$ cat config.mk
export PLATFORM = sky130hd
export DESIGN_NAME = seq_restoring_divider
export DESIGN_NICKNAME = d
export VERILOG_FILES = /design/src/rtl/seq_restoring_divider_pkg.sv /design/src/rtl/seq_restoring_divider_trial_sub.sv /design/src/rtl/seq_restoring_divider.sv
export SDC_FILE = /design/constraint.sdc
export NUM_CORES = 1
export LEC_CHECK = 0
export CORE_ASPECT_RATIO = 0.7
export CORE_MARGIN = 5
export CORE_UTILIZATION = 30
export DETAILED_ROUTE_END_ITERATION = 6
export PLACE_DENSITY = 0.57
export SYNTH_ARGS = -nofsm -noshare
export SYNTH_HDL_FRONTEND = slang
export SYNTH_HIERARCHICAL = 1
export SYNTH_SLANG_ARGS = --single-unit
$ cat constraint.sdc
create_clock -name clk -period 5.37 [get_ports clk]
set_input_delay 0.537 -clock clk [delete_from_list [all_inputs] [get_ports clk]]
set_output_delay 0.537 -clock clk [all_outputs]
set_load 0.01 [all_outputs]
$ cat src/rtl/seq_restoring_divider_pkg.sv
// seq_restoring_divider_pkg: FSM state encoding, default width and counter sizing for the restoring divider
package seq_restoring_divider_pkg;
  typedef enum logic [1:0] {ST_IDLE = 2'd0, ST_CALC = 2'd1, ST_DONE = 2'd2} state_t;
  localparam int DIV_WIDTH = 8;
  function automatic int cnt_width(input int w);
    return $clog2(w);
  endfunction
endpackage

$ cat src/rtl/seq_restoring_divider_trial_sub.sv
// div_trial_sub: ripple-borrow (WIDTH+1)-bit subtract a-b giving diff and borrow-out
module div_trial_sub #(
  parameter int WIDTH = 8
) (
  input  logic [WIDTH:0] a,
  input  logic [WIDTH:0] b,
  output logic [WIDTH:0] diff,
  output logic           borrow
);
  logic [WIDTH+1:0] bw;
  assign bw[0] = 1'b0;
  for (genvar i = 0; i <= WIDTH; i++) begin : g_cell
    assign diff[i]  = a[i] ^ b[i] ^ bw[i];
    assign bw[i+1]  = (~a[i] & b[i]) | (~(a[i] ^ b[i]) & bw[i]);
  end
  assign borrow = bw[WIDTH+1];
endmodule

$ cat src/rtl/seq_restoring_divider.sv
// seq_restoring_divider: start/done multi-cycle unsigned restoring divider, one quotient bit per clock
module seq_restoring_divider
  import seq_restoring_divider_pkg::*;
#(
  parameter int WIDTH = DIV_WIDTH
) (
  input  logic             clk,
  input  logic             rst_n,
  input  logic             start,
  input  logic [WIDTH-1:0] dividend,
  input  logic [WIDTH-1:0] divisor,
  output logic             busy,
  output logic             done,
  output logic [WIDTH-1:0] quotient,
  output logic [WIDTH-1:0] remainder,
  output logic             div_by_zero
);
  localparam int CW = cnt_width(WIDTH);
  state_t           state;
  logic [CW-1:0]    cnt;
  logic [WIDTH:0]   r, r_sh, d, r_nx;
  logic [WIDTH-1:0] q, dvs, q_nx;
  logic             borrow;
  assign r_sh = {r[WIDTH-1:0], q[WIDTH-1]};
  div_trial_sub #(.WIDTH(WIDTH)) u_sub (
    .a(r_sh),
    .b({1'b0, dvs}),
    .diff(d),
    .borrow(borrow)
  );
  assign r_nx = borrow ? r_sh : d;
  assign q_nx = {q[WIDTH-2:0], ~borrow};
  always_ff @(posedge clk) begin
    if (!rst_n) begin
      state       <= ST_IDLE;
      cnt         <= '0;
      r           <= '0;
      q           <= '0;
      dvs         <= '0;
      busy        <= 1'b0;
      done        <= 1'b0;
      quotient    <= '0;
      remainder   <= '0;
      div_by_zero <= 1'b0;
    end else begin
      case (state)
        ST_IDLE: begin
          done <= 1'b0;
          if (start) begin
            q   <= dividend;
            dvs <= divisor;
            r   <= '0;
            cnt <= CW'(WIDTH - 1);
            if (divisor == '0) begin
              state       <= ST_DONE;
              done        <= 1'b1;
              quotient    <= '1;
              remainder   <= dividend;
              div_by_zero <= 1'b1;
            end else begin
              state <= ST_CALC;
              busy  <= 1'b1;
            end
          end
        end
        ST_CALC: begin
          r   <= r_nx;
          q   <= q_nx;
          cnt <= cnt - 1'b1;
          if (cnt == '0) begin
            state       <= ST_DONE;
            busy        <= 1'b0;
            done        <= 1'b1;
            quotient    <= q_nx;
            remainder   <= r_nx[WIDTH-1:0];
            div_by_zero <= 1'b0;
          end
        end
        default: begin
          state <= ST_IDLE;
          busy  <= 1'b0;
          done  <= 1'b0;
        end
      endcase
    end
  end
endmodule
==> results of run 1 <==
cells in the mapped netlist, drive strengths merged:
| cell type | n | area, sq um |
|---|---|---|
| nor3 | 1 | 5.00 |
| mux2 | 8 | 90.1 |
| a31oi | 1 | 6.26 |
| a211oi | 1 | 7.51 |
| dfxtp | 48 | 961 |
| a21oi | 13 | 68.8 |
| conb | 1 | 3.75 |
| nor3b | 1 | 7.51 |
| clkbuf | 12 | 45.0 |
| or2 | 2 | 12.5 |
| nor2 | 22 | 85.1 |
| mux2i | 9 | 90.1 |
| nand2b | 11 | 68.8 |
| a221oi | 2 | 17.5 |
| buf | 4 | 25.0 |
| nand3b | 1 | 7.51 |
| xnor2 | 1 | 8.76 |
| o21ai | 2 | 10.0 |
| nor2b | 1 | 6.26 |
| o21a | 1 | 7.51 |
| nand3 | 1 | 5.00 |
| nand2 | 42 | 158 |
| inv | 25 | 93.8 |
| nor4 | 2 | 42.5 |
| or3 | 1 | 6.26 |
| ha | 3 | 37.5 |
| a32oi | 8 | 70.1 |
| fa | 8 | 160 |
| a311oi | 7 | 61.3 |
| o221a | 7 | 78.8 |
per-layer routing:
layer  wire, microns  share of wire  vias up  global-route usage
li1                -              -      880                   -
met1            2790           0.52      837               0.167
met2            2270           0.43       27               0.179
met3             210          0.039        8              0.0291
met4              61          0.011        0              0.0396
met5               0              0        -                   0
worst max-delay path, stage by stage (launching register included):
cell and delay [ns]:
dfxtp_1 0.37, inv_1 0.05, ha_1 0.19, inv_1 0.06, fa_1 0.15, inv_1 0.05, fa_1 0.37, fa_1 0.38
fa_1 0.38, fa_1 0.38, fa_1 0.39, fa_1 0.36, inv_1 0.07, fa_1 0.16, inv_1 0.17, mux2_2 0.33
nand2_1 0.10, a32oi_1 0.10
cells by family (layout without fill, tap and decap cells):
family,after synthesis,in the layout,share of synthesized area
adder cells (fa/ha/maj),11,11,0.0880
AND/OR/NAND/NOR,85,85,0.180
multiplexers,17,17,0.0802
other,1,1,0.00167
XOR/XNOR,1,1,0.00390
buffers and inverters,41,71,0.0729
AO/OA/AOI/OAI,42,42,0.146
flip-flops,48,48,0.428
area by class of cell:
class | instances | area share
Sequential cell | 48 | 0.344
Clock buffer | 5 | 0.0246
Multi-Input combinational cell | 157 | 0.402
Timing Repair Buffer | 38 | 0.135
Clock inverter | 3 | 0.0166
Tap cell | 98 | 0.0439
Inverter | 25 | 0.0336
through the flow:
step	utilization	instances	hold WS, ns	setup slack, ns	instance area, sq um
floorplan	-	246	0.446	1.32	2250
CTS	0.384	374	0.459	1.14	2800
global route	0.384	374	0.484	0.926	2800
finish	0.384	374	0.458	1.15	2800
global placement	0.368	366	0.445	1.21	2680
detailed placement	0.368	366	0.445	1.16	2680
sequential cells by signal, indices dropped and copies added, names as in the netlist, 2 cells and up:
register / count
cnt: 3
dvs: 8
q: 8
quotient: 8
r: 8
remainder: 8
state: 2
report_power, final:
group,leakage (nW),switching (mW),total [mW],internal [mW]
Clock,0.0548,0.136,0.276,0.140
Combinational,0.626,0.0958,0.187,0.0915
Sequential,0.394,0.0222,0.408,0.386
Total,1.07,0.254,0.872,0.618
path summary, 6_finish.rpt:
check | startpoint | endpoint | slack (ns) | depth (start not counted)
max | q[7]$_SDFFE_PN0P_ | remainder[6]$_SDFFE_PN0P_ | 1.15 | 17
min | remainder[2]$_SDFFE_PN0P_ | remainder[2]$_SDFFE_PN0P_ | 0.46 | 2
max reg2reg | q[7]$_SDFFE_PN0P_ | remainder[6]$_SDFFE_PN0P_ | 1.15 | 17
min reg2reg | remainder[2]$_SDFFE_PN0P_ | remainder[2]$_SDFFE_PN0P_ | 0.46 | 2
==> run summary, run 1 <==
CTS Sinks: 48
post-CTS resize count: 0
Layout Skew: 0.0124 ns
most common cell after layout, fill and taps aside: dfxtp_1
WP data arrival: 4.38 ns
Yosys reg bits: 48
cts bufs inserted: 5
YS warnings: 6
post-synthesis cell count: 246
Worst Tran Pin Value: 0.988 ns
vias in the first global route: 1801
area of the multi-input gates: 0.00112 sq mm
WL final: 5.33 mm
post-CTS setup buffers: 0
Setup crit end kind: flop
# IOs: 38
total number of vias: 1752
First-pass DRT Iterations: 4
cts hold-fix bufs: 0
GP Congestion: 0.768
Root Driver: clkbuf_8
Post-Syn Nets: 276
CP Launch Type: flop
commonest cells after routing, fill and taps aside: dfxtp_1, nand2_1, clkdlybuf4s50_1, inv_1, nor2_1
largest net degree at the start of global routing: 31
Total GRT Usage: 0.119
maxcap violations: 0
CTS clk-pin slew, worst paths: 0.09 ns
layout cells sized above 1: 0.112
Wirelength per Cell: 14.2 microns
register area: 961 sq um
# setup viols final: 0
Fill cells: 772
leak pwr: 1.07 nW
H-tree depth: 2
Layout area overhead: 24.4%
setup TNS: 0 ns
Pwr Total: 0.872 mW
Final Hold Vio Count: 0
post-synthesis sequential area ratio: 0.428
Pins Over Slew Limit: 0
Die Area: 0.00935 sq mm
Port Buffers: 37
Die Y-Extent: 82.4 microns
Skew-Pair Late Insertion Delay: 0.32 ns
CP Class: flop to flop
post-synthesis cell type count: 33
# DRC: 0
Starting DRT DRC Count: 93
Routed Antenna Nets: 0
peak supply drop: 101 uV
# rows: 26
DPL Wire Length: 3.81 mm
slew margin rel.: 0.340
fin crit share: 0.787
DR vias/cell: 4.68
antenna cells: 0
post-layout min period: 4.22 ns
syn_area_per_cell: 9.13 sq um
Syn Std Cell Area: 0.00225 sq mm
Max Clk Rate: 0.237 GHz
Core Box Area: 0.00729 sq mm
CTS max path bufs: 2
CTS tree: yes
GR Overflow Total: 0
Initial Util: 0.308
Horiz. Die Dim: 113 microns
first-pass GRT wire length: 8.65 mm
initial antenna violation count: 0
worst min path class: flop to flop
Max FO, Critical Path: 10
pwr dens: 312 mW/mm^2
RSZ-0062 raised after global routing: no
# nets final: 305
WP data required: 5.52 ns
status: finished, final reports clean
Power figures use the tool's default switching activity.
==> run 2: changes to the inputs <==
Settings changed: PLACE_DENSITY 0.57 to 0.59.
Clock period 5.37 ns to 3.75 ns, I/O delays scaled along.
==> run summary, run 2 (synthesized netlist as in run 1, its figures left out) <==
status: finished with violations
cts hold-fix bufs: 0 (unchanged)
Horiz. Die Dim: 113 microns (unchanged)
RSZ-0062 raised after global routing: yes
fin crit share: 1.02 (+0.236)
First-pass DRT Iterations: 4 (unchanged)
Die Area: 0.00935 sq mm (unchanged)
post-place setup slack: -0.187 ns (-1.35 ns)
Reg2Reg Depth: 17 (unchanged)
# rows: 26 (unchanged)
# DRC: 0 (unchanged)
Root Driver: clkbuf_8
FF-to-FF setup slack: -0.08 ns (-1.23 ns)
final setup margin: -0.0850 ns (-1.23 ns)
initial antenna violation count: 0 (unchanged)
CTS Sinks: 48 (unchanged)
# IOs: 38 (unchanged)
layout cells sized above 1: 0.177 (+0.0650)
CTS clk-pin slew, worst paths: 0.09 ns (about the same)
Initial Util: 0.308 (unchanged)
Critical Path End: remainder[3]$_SDFFE_PN0P_
GP Congestion: 0.798 (+4.0%)
Layout area overhead: 26.9%
Final Hold Vio Count: 0 (unchanged)
Core Box Area: 0.00729 sq mm (unchanged)
# setup viols final: 14 (+14)
Pwr Total: 1.20 mW (+38%)
final std cells w/o fill: 380 (+1.6%)
CP Launch Type: flop
first-pass GRT wire length: 8.87 mm (+2.5%)
leak pwr: 1.09 nW (+1.3%)
R2R Path Start: q[7]$_SDFFE_PN0P_
cell area after layout: 0.00285 sq mm (+2.0%)
slew margin rel.: 0.381 (+0.0406)
utilization after layout: 0.391 (+0.00773)
H-tree depth: 2 (unchanged)
r2r endpoint: remainder[3]$_SDFFE_PN0P_
Total GRT Usage: 0.121 (+0.00204)
post-layout min period: 3.83 ns (-0.389 ns)
Starting DRT DRC Count: 56 (-40%)
WP data arrival: 3.98 ns (-0.40 ns)
vias in the first global route: 1835 (+1.9%)
worst hold start: busy$_SDFFE_PN0P_
WHS: 0.462 ns (+0.00484 ns)
largest net degree at the start of global routing: 22 (-29%)
peak supply drop: 171 uV (+70%)
setup TNS: -0.738 ns (-0.738 ns)
pwr dens: 422 mW/mm^2 (+35%)
Post-DP Area: 0.00274 sq mm (+2.1%)
Port Buffers: 37 (unchanged)
most common cell after layout, fill and taps aside: dfxtp_1
CTS tree: yes
DPL Wire Length: 4.02 mm (+5.6%)
CP startpoint: q[7]$_SDFFE_PN0P_
DR vias/cell: 4.66 (-0.62%)
Die Y-Extent: 82.4 microns (unchanged)
# nets final: 311 (+2.0%)
worst min path class: flop to flop
Setup crit end kind: flop
placed cell count: 372 (+1.6%)
antenna cells: 0 (unchanged)
total number of vias: 1769 (+0.97%)
maxcap violations: 0 (unchanged)
WL final: 5.29 mm (-0.62%)
failing checks: setup timing
cts bufs inserted: 5 (unchanged)
CTS max path bufs: 2 (unchanged)
GR Overflow Total: 0 (unchanged)
Layout Skew: 0.00434 ns (-0.00805 ns)
Max FO, Critical Path: 10 (unchanged)
Routed Antenna Nets: 0 (unchanged)
Max Clk Rate: 0.261 GHz (+10%)
Skew-Pair Late Insertion Delay: 0.30 ns (-0.02 ns)
Worst Tran Pin Value: 0.925 ns (-0.0632 ns)
Wirelength per Cell: 13.9 microns (-2.2%)
CP Class: flop to flop
commonest cells after routing, fill and taps aside: dfxtp_1, nand2_1, clkdlybuf4s50_1, inv_1, nor2_1
Pins Over Slew Limit: 0 (unchanged)
WP data required: 3.89 ns (-1.63 ns)
[run 2: cell types whose count changed in the layout (fill, tap and decap cells not counted), moves of 2 or more]
cell / delta
nand2_1: -4
fa_2: +7
fa_1: -7
inv_1: -2
nand2_2: +4
buf_4: +6
[run 2: routing by layer]
layer	vias up	global-route usage	wire (microns)
met5	-	0	0
met4	0	0.0312	67
met3	4	0.0357	222
met2	34	0.194	2340
met1	843	0.161	2660
li1	888	-	-
[run 2: repair_timing]
action	CTS	global route
gates resized for setup	8	1
pin swaps	1	1
endpoints found under the setup margin	18	18
buffers inserted	0	0
[run 2: how the worst min path moves through the flow]
stage,endpoint,slack [ns],depth (start not counted)
after global routing,remainder[0]$_SDFFE_PN0P_,0.49,2
final,busy$_SDFFE_PN0P_,0.46,2
after global placement,quotient[0]$_SDFFE_PN0P_,0.45,1
after detailed placement,remainder[1]$_SDFFE_PN0P_,0.45,2
after floorplan,r[1]$_SDFFE_PN0P_,0.45,2
after CTS,remainder[1]$_SDFFE_PN0P_,0.47,2
[run 2: cell type report]
cell class | count | area (sq um)
clock buffers | 6 | 82.6
clock inverters | 2 | 15.0
fillers | 749 | 4440
inverters | 25 | 96.3
multi-input cells | 157 | 1150
flip-flops and latches | 48 | 962
well taps | 98 | 123
repair buffers | 44 | 423
[run 2: worst max-delay path, stage by stage, from the launching register on]
cell and delay (ns):
dfxtp_2 0.34, inv_1 0.04, ha_1 0.19, inv_1 0.06
fa_1 0.16, inv_1 0.05, fa_2 0.34, fa_2 0.34
fa_2 0.34, fa_2 0.34, fa_2 0.34, fa_2 0.34
inv_2 0.06, fa_2 0.21, inv_4 0.07, mux2_2 0.28
nand2_2 0.08, a32oi_1 0.10
[run 2: where the power goes]
group / switching (mW) / leakage, nW / internal (mW)
Combinational: 0.142 / 0.651 / 0.144
Clock: 0.183 / 0.0434 / 0.150
Sequential: 0.0323 / 0.394 / 0.553
Total: 0.357 / 1.09 / 0.846
